--- config.mk ---
export PLATFORM = sky130hd
export DESIGN_NAME = zii_ide_ctrl
export DESIGN_NICKNAME = d
export VERILOG_FILES = /design/src/rtl/zii_ide_ctrl.sv
export SDC_FILE = /design/constraint.sdc
export NUM_CORES = 1
export LEC_CHECK = 0
export CELL_PAD_IN_SITES_DETAIL_PLACEMENT = 0
export CELL_PAD_IN_SITES_GLOBAL_PLACEMENT = 1
export CORE_UTILIZATION = 32
export CTS_CLUSTER_DIAMETER = 80
export CTS_CLUSTER_SIZE = 30
export DETAILED_ROUTE_END_ITERATION = 8
export PLACE_DENSITY = 0.82
export SYNTH_ARGS = -nofsm -noshare
export SYNTH_HDL_FRONTEND = slang
export SYNTH_SLANG_ARGS = --single-unit
export TNS_END_PERCENT = 20
--- constraint.sdc ---
create_clock -name C7M -period 3.9 [get_ports C7M]
set_clock_uncertainty 0.05 [all_clocks]
set_input_delay 0.39 -clock C7M [delete_from_list [all_inputs] [get_ports C7M]]
set_output_delay 0.39 -clock C7M [all_outputs]
set_load 0.02 [all_outputs]
--- src/rtl/zii_ide_ctrl.sv ---
// zii_ide_ctrl -- Zorro II IDE / boot-ROM cycle controller.
//
// Decodes CPU cycles that hit the 64 KB window at BASE_IDE (once AutoConfig
// has configured the board) and runs a counter-timed PIO sequence:
//   A[15]=1 : IDE task file (A[12]=0 -> CS0, A[12]=1 -> CS1), IDE_A = A[4:2]
//   A[15]=0 : boot ROM, only when JP7=1
//
// Ports:
//   C7M, RESET_n         clock (rising edge) / async active-low reset
//   AS_CPU_n, DS_n, RW_n CPU bus strobes and direction (bus-synchronous)
//   A[23:1]              CPU address
//   BASE_IDE, IDE_CONFIGURED_n  board base A[23:16] and its valid flag
//   JP7                  boot ROM enable jumper
//   IDE_CS0_n/CS1_n, IDE_A, IDE_IOR_n, IDE_IOW_n   IDE interface
//   ROM_OE_n, BUF_OE_n, BUF_DIR                    ROM and data buffer control
//   DTACK_n              cycle acknowledge to the bus
//   o_dbg_state          current sequencer state (IDLE=0, SETUP=1, STROBE=2,
//                        ACK=3, ROM=4, RECOVER=5)
//
// Handshake: a bus cycle is requested while AS_CPU_n and DS_n are low; DTACK_n
// is held low until AS_CPU_n is sampled high, which ends the cycle. AS_CPU_n
// sampled high before DTACK_n aborts the cycle without acknowledging it.
// Every output is a flop, so reset forces outputs immediately.
module zii_ide_ctrl #(
  parameter int SETUP_CYC    = 1,
  parameter int STROBE_CYC   = 3,
  parameter int RECOVERY_CYC = 2,
  parameter int ROM_WAIT     = 2
) (
  input  logic        C7M,
  input  logic        RESET_n,
  input  logic        AS_CPU_n,
  input  logic        DS_n,
  input  logic        RW_n,
  input  logic [23:1] A,
  input  logic [7:0]  BASE_IDE,
  input  logic        IDE_CONFIGURED_n,
  input  logic        JP7,
  output logic        IDE_CS0_n,
  output logic        IDE_CS1_n,
  output logic [2:0]  IDE_A,
  output logic        IDE_IOR_n,
  output logic        IDE_IOW_n,
  output logic        ROM_OE_n,
  output logic        BUF_OE_n,
  output logic        BUF_DIR,
  output logic        DTACK_n,
  output logic [2:0]  o_dbg_state
);

  typedef enum logic [2:0] {
    IDLE    = 3'd0,
    SETUP   = 3'd1,
    STROBE  = 3'd2,
    ACK     = 3'd3,
    ROM     = 3'd4,
    RECOVER = 3'd5
  } state_t;

  state_t      r_state, w_state_nx;
  logic [2:0]  r_cnt, w_cnt_nx;
  logic        r_rw_n, w_rw_n_nx;
  logic        r_cs0_n, w_cs0_n_nx;
  logic        r_cs1_n, w_cs1_n_nx;
  logic [2:0]  r_ide_a, w_ide_a_nx;
  logic        r_ior_n, w_ior_n_nx;
  logic        r_iow_n, w_iow_n_nx;
  logic        r_rom_oe_n, w_rom_oe_n_nx;
  logic        r_buf_oe_n, w_buf_oe_n_nx;
  logic        r_buf_dir, w_buf_dir_nx;
  logic        r_dtack_n, w_dtack_n_nx;
  logic        w_hit;

  assign w_hit = !IDE_CONFIGURED_n && (A[23:16] == BASE_IDE) && !AS_CPU_n && !DS_n;

  always_comb begin
    w_state_nx    = r_state;
    w_cnt_nx      = r_cnt;
    w_rw_n_nx     = r_rw_n;
    w_cs0_n_nx    = r_cs0_n;
    w_cs1_n_nx    = r_cs1_n;
    w_ide_a_nx    = r_ide_a;
    w_ior_n_nx    = r_ior_n;
    w_iow_n_nx    = r_iow_n;
    w_rom_oe_n_nx = r_rom_oe_n;
    w_buf_oe_n_nx = r_buf_oe_n;
    w_buf_dir_nx  = r_buf_dir;
    w_dtack_n_nx  = r_dtack_n;

    case (r_state)
      IDLE: begin
        if (w_hit && A[15]) begin
          // Address and direction are captured here and held for the cycle.
          w_state_nx    = SETUP;
          w_cs0_n_nx    = A[12];
          w_cs1_n_nx    = !A[12];
          w_ide_a_nx    = A[4:2];
          w_rw_n_nx     = RW_n;
          w_buf_dir_nx  = RW_n;
          w_buf_oe_n_nx = 1'b0;
          w_cnt_nx      = 3'(SETUP_CYC - 1);
        end else if (w_hit && !A[15] && JP7) begin
          w_state_nx    = ROM;
          w_rom_oe_n_nx = 1'b0;
          w_buf_dir_nx  = 1'b1;
          w_buf_oe_n_nx = 1'b0;
          w_cnt_nx      = 3'(ROM_WAIT - 1);
        end
      end
      SETUP: begin
        if (AS_CPU_n) begin
          w_state_nx = RECOVER;
        end else if (r_cnt == 3'd0) begin
          w_state_nx = STROBE;
          w_ior_n_nx = !r_rw_n;
          w_iow_n_nx = r_rw_n;
          w_cnt_nx   = 3'(STROBE_CYC - 1);
        end else begin
          w_cnt_nx = r_cnt - 3'd1;
        end
      end
      STROBE: begin
        if (AS_CPU_n) begin
          w_state_nx = RECOVER;
        end else if (r_cnt == 3'd0) begin
          // Write strobe ends here; read strobe stays low to hold data.
          w_state_nx   = ACK;
          w_dtack_n_nx = 1'b0;
          w_iow_n_nx   = 1'b1;
        end else begin
          w_cnt_nx = r_cnt - 3'd1;
        end
      end
      ACK: begin
        if (AS_CPU_n) w_state_nx = RECOVER;
      end
      ROM: begin
        if (AS_CPU_n) begin
          w_state_nx = RECOVER;
        end else if (r_cnt == 3'd0) begin
          w_dtack_n_nx = 1'b0;
        end else begin
          w_cnt_nx = r_cnt - 3'd1;
        end
      end
      RECOVER: begin
        if (r_cnt == 3'd0) w_state_nx = IDLE;
        else               w_cnt_nx   = r_cnt - 3'd1;
      end
      default: w_state_nx = IDLE;
    endcase

    // Every entry into RECOVER releases the bus and starts the recovery count.
    if (w_state_nx == RECOVER && r_state != RECOVER) begin
      w_cnt_nx      = 3'(RECOVERY_CYC - 1);
      w_cs0_n_nx    = 1'b1;
      w_cs1_n_nx    = 1'b1;
      w_ior_n_nx    = 1'b1;
      w_iow_n_nx    = 1'b1;
      w_rom_oe_n_nx = 1'b1;
      w_buf_oe_n_nx = 1'b1;
      w_dtack_n_nx  = 1'b1;
    end
  end

  always_ff @(posedge C7M or negedge RESET_n) begin
    if (!RESET_n) begin
      r_state    <= IDLE;
      r_cnt      <= 3'd0;
      r_rw_n     <= 1'b1;
      r_cs0_n    <= 1'b1;
      r_cs1_n    <= 1'b1;
      r_ide_a    <= 3'd0;
      r_ior_n    <= 1'b1;
      r_iow_n    <= 1'b1;
      r_rom_oe_n <= 1'b1;
      r_buf_oe_n <= 1'b1;
      r_buf_dir  <= 1'b0;
      r_dtack_n  <= 1'b1;
    end else begin
      r_state    <= w_state_nx;
      r_cnt      <= w_cnt_nx;
      r_rw_n     <= w_rw_n_nx;
      r_cs0_n    <= w_cs0_n_nx;
      r_cs1_n    <= w_cs1_n_nx;
      r_ide_a    <= w_ide_a_nx;
      r_ior_n    <= w_ior_n_nx;
      r_iow_n    <= w_iow_n_nx;
      r_rom_oe_n <= w_rom_oe_n_nx;
      r_buf_oe_n <= w_buf_oe_n_nx;
      r_buf_dir  <= w_buf_dir_nx;
      r_dtack_n  <= w_dtack_n_nx;
    end
  end

  assign IDE_CS0_n   = r_cs0_n;
  assign IDE_CS1_n   = r_cs1_n;
  assign IDE_A       = r_ide_a;
  assign IDE_IOR_n   = r_ior_n;
  assign IDE_IOW_n   = r_iow_n;
  assign ROM_OE_n    = r_rom_oe_n;
  assign BUF_OE_n    = r_buf_oe_n;
  assign BUF_DIR     = r_buf_dir;
  assign DTACK_n     = r_dtack_n;
  assign o_dbg_state = r_state;

endmodule

==> flow_summary.yaml <==
run_status:
  outcome: "complete, no violations"
timing:
  slew_headroom_pct: 45.1
  period_needed_ps: 2400
  final-setup-viol-count: 0
  rsz0062_at_grt: "no"
  finalMaxSlewViolations: 0
  max_freq_mhz: 416
  finalHoldViolCount: 0
  worst_pin_slew_ps: 821
  tns_ps: 0
  min_period_over_period_pct: 61.6
global_routing:
  grt_pass1_wl_microns: 4420
  grt_usage_pct: 15.8
  gr-total-overflow: 0
  grt_max_degree: 19
  grt_antenna_before_repair: 0
  grt_pass1_vias: 975
final_layout:
  post-route-util_pct: 48.0
  antennaDiodeCount: 0
  drive_above_1_share_pct: 13.3
  syn_to_final_growth_pct: 41.8
  layout.nets: 206
  postLayoutCellArea_sq_um: 1610
  n_fill_cell: 356
yosys:
  synthAdderAreaFrac_pct: 2.20
  synth_flop_cell: "dfrtp_1"
  async_flop_share_pct: 100
  syn_area_sq_um: 1140
  synth.distinct_cells: 39
  synth_compound_area_share_pct: 16.0
  synth_top_family_by_area: "simple AND/OR/NAND/NOR gates"
  synth-simple-area-share_pct: 27.1
  yosysSeqAreaShare_pct: 40.4
  ys_warn_count: 0
  synth-xor-area-share_pct: 7.69
  synth.largest_area_cell: "dfrtp_1"
  synth_top_area_share_pct: 22.0
  synth_mux_area_share_pct: 3.85
  synth_area_leaders: "dfrtp_1 22%, dfstp_2 18%, xnor2_1 6.2%"
  synth_edf_count: 0
  ys_ff_latch: 18
  avgSynthCellArea_sq_um: 9.11
  syn_nets: 165
  syn_inst: 125
floorplan:
  initial_core_util_pct: 33.9
  rows: 21
  core_region_area_sq_um: 3360
  ioPinCount: 52
  dieWidth_microns: 61.7
  die_y_microns: 61.7
  die-area_sq_um: 3800
routing:
  wl_met2_microns: 1450
  post_drt_wl_per_cell_microns: 13.5
  highest_layer: "met3"
  dr.pass1.iters: 4
  drc: 0
  vias_per_cell: 5.12
  antenna_left: 0
  routed_wl_microns: 2840
  drtIter0Drc: 69
  met1_length_microns: 1230
  vias: 1081
  dr_wl_met3_microns: 159
place:
  io_buffer_count: 41
  dp_hpwl_microns: 2180
  post_dp_cell_area_sq_um: 1590
  place_congestion: 0.829
clock_tree:
  cts_setup_buffers: 0
  clk_path_buf_depth: 2
  cts_resized: 0
  clkSlewWorstSetupHoldPaths_ps: 100
  cts_hold_buf: 0
  cts.sinks: 18
  ctsHtreeMaxLevel: 1
  cts_made_buffers: 3
  tritoncts: "done"
  clk_latency_ps: 290
  clockRootBuffer: "clkbuf_4"
power_and_ir_drop:
  power-per-cell-area_nw_per_um2: 541
  peakVddDrop_mv: 0.277
  p_leak_nw: 0.660
critical_path:
  cp-start-kind: "primary input"
  crit_type: "primary input to register"
  critPathMaxFanout: 12
  worstPathRequired_ps: 4030
  arrival_ps: 2540
  cp-end-kind: "register"
run:
  cap_viol_max_count: 0
worst_hold_path:
  hp-class: "register to register"
-- sequential cells by signal, summed over array words and instances (netlist names) --
name,flops
BUF_OE_n,1
IDE_CS0_n,1
IDE_CS1_n,1
IDE_IOR_n,1
r_rw_n,1
IDE_IOW_n,1
r_cnt,3
o_dbg_state,3
ROM_OE_n,1
IDE_A,3
DTACK_n,1
BUF_DIR,1
-- kinds of logic after synthesis --
logic type	count (synthesis)
AND/OR/NAND/NOR	56
flip-flops	18
multiplexers	4
buffers and inverters	8
XOR/XNOR	10
adder cells (fa/ha/maj)	2
AO/OA/AOI/OAI	27
-- layer usage --
metal,global-route usage [%],vias to the layer above
met5,0,-
met4,1.90,0
met3,3.36,0
met2,27.2,39
met1,20.8,510
li1,-,532
-- layout by cell type (no fill, tap or decap), types with 3 or more instances in the layout --
cell type	synthesis	routed
a21oi_1	6	6
clkbuf_4	0	3
clkdlybuf4s50_1	0	41
dfrtp_1	10	10
dfstp_2	8	8
inv_1	3	3
mux2_2	3	3
nand2_1	18	18
nand3_1	9	9
nand4_1	3	3
nor2_1	6	6
nor2b_1	5	5
nor3_1	3	3
o21ai_0	5	5
xnor2_1	8	8
-- worst max-delay path: stages --
cell             delay (ps)
clkdlybuf4s50_1         620
or4_4                   640
nor3_4                  340
nand3_4                 210
mux2_2                  320
-- report_power, final --
group	internal, mW	switching (mW)
clock network	0.0398	0.0571
registers	0.238	0.0700
logic	0.221	0.248
-- path summary, 6_finish.rpt --
check                               startpoint       end  cells after the start  slack (ps)
min in group asynchronous              RESET_n  IDE_A[0]                      1         510
worst max-delay path                  AS_CPU_n  IDE_A[1]                      5        1500
worst max register to register  o_dbg_state[2]  IDE_A[1]                      4        1770
worst min register to register        ROM_OE_n  ROM_OE_n                      2         420
worst min-delay path                  ROM_OE_n  ROM_OE_n                      2         420
max in group asynchronous              RESET_n  r_cnt[2]                      1        2780
-- Yosys cell counts, types with 2 or more instances --
cell      number
a21oi_1        6
a22oi_1        2
a31oi_1        2
clkbuf_1       5
dfrtp_1       10
dfstp_2        8
ha_1           2
inv_1          3
mux2_2         3
nand2_1       18
nand2b_1       2
nand3_1        9
nand4_1        3
nor2_1         6
nor2b_1        5
nor3_1         3
nor4b_1        2
o211ai_1       2
o21ai_0        5
or2_2          2
xnor2_1        8
xor2_1         2
-- stage by stage --
step           instances  total power [mW]  worst slack, ps  hold slack (ps)
3_5_place_dp         207             0.777             1170              410
4_1_cts              211             0.879             1490              425
2_1_floorplan        125             0.623             2050             44.4
3_3_place_gp         207             0.768             1210              397
5_1_grt              211             0.956             1410              443
6_report             211             0.874             1500              422
-- area by class of cell --
cell class,instances,area [sq um],area share [%]
inverters,3,11.3,0.698
clock buffers,4,26.3,1.63
flip-flops and latches,18,460,28.5
well taps,46,57.6,3.57
multi-input cells,99,648,40.2
repair buffers,41,410,25.4
No activity file was read; power rests on OpenSTA's default activity.
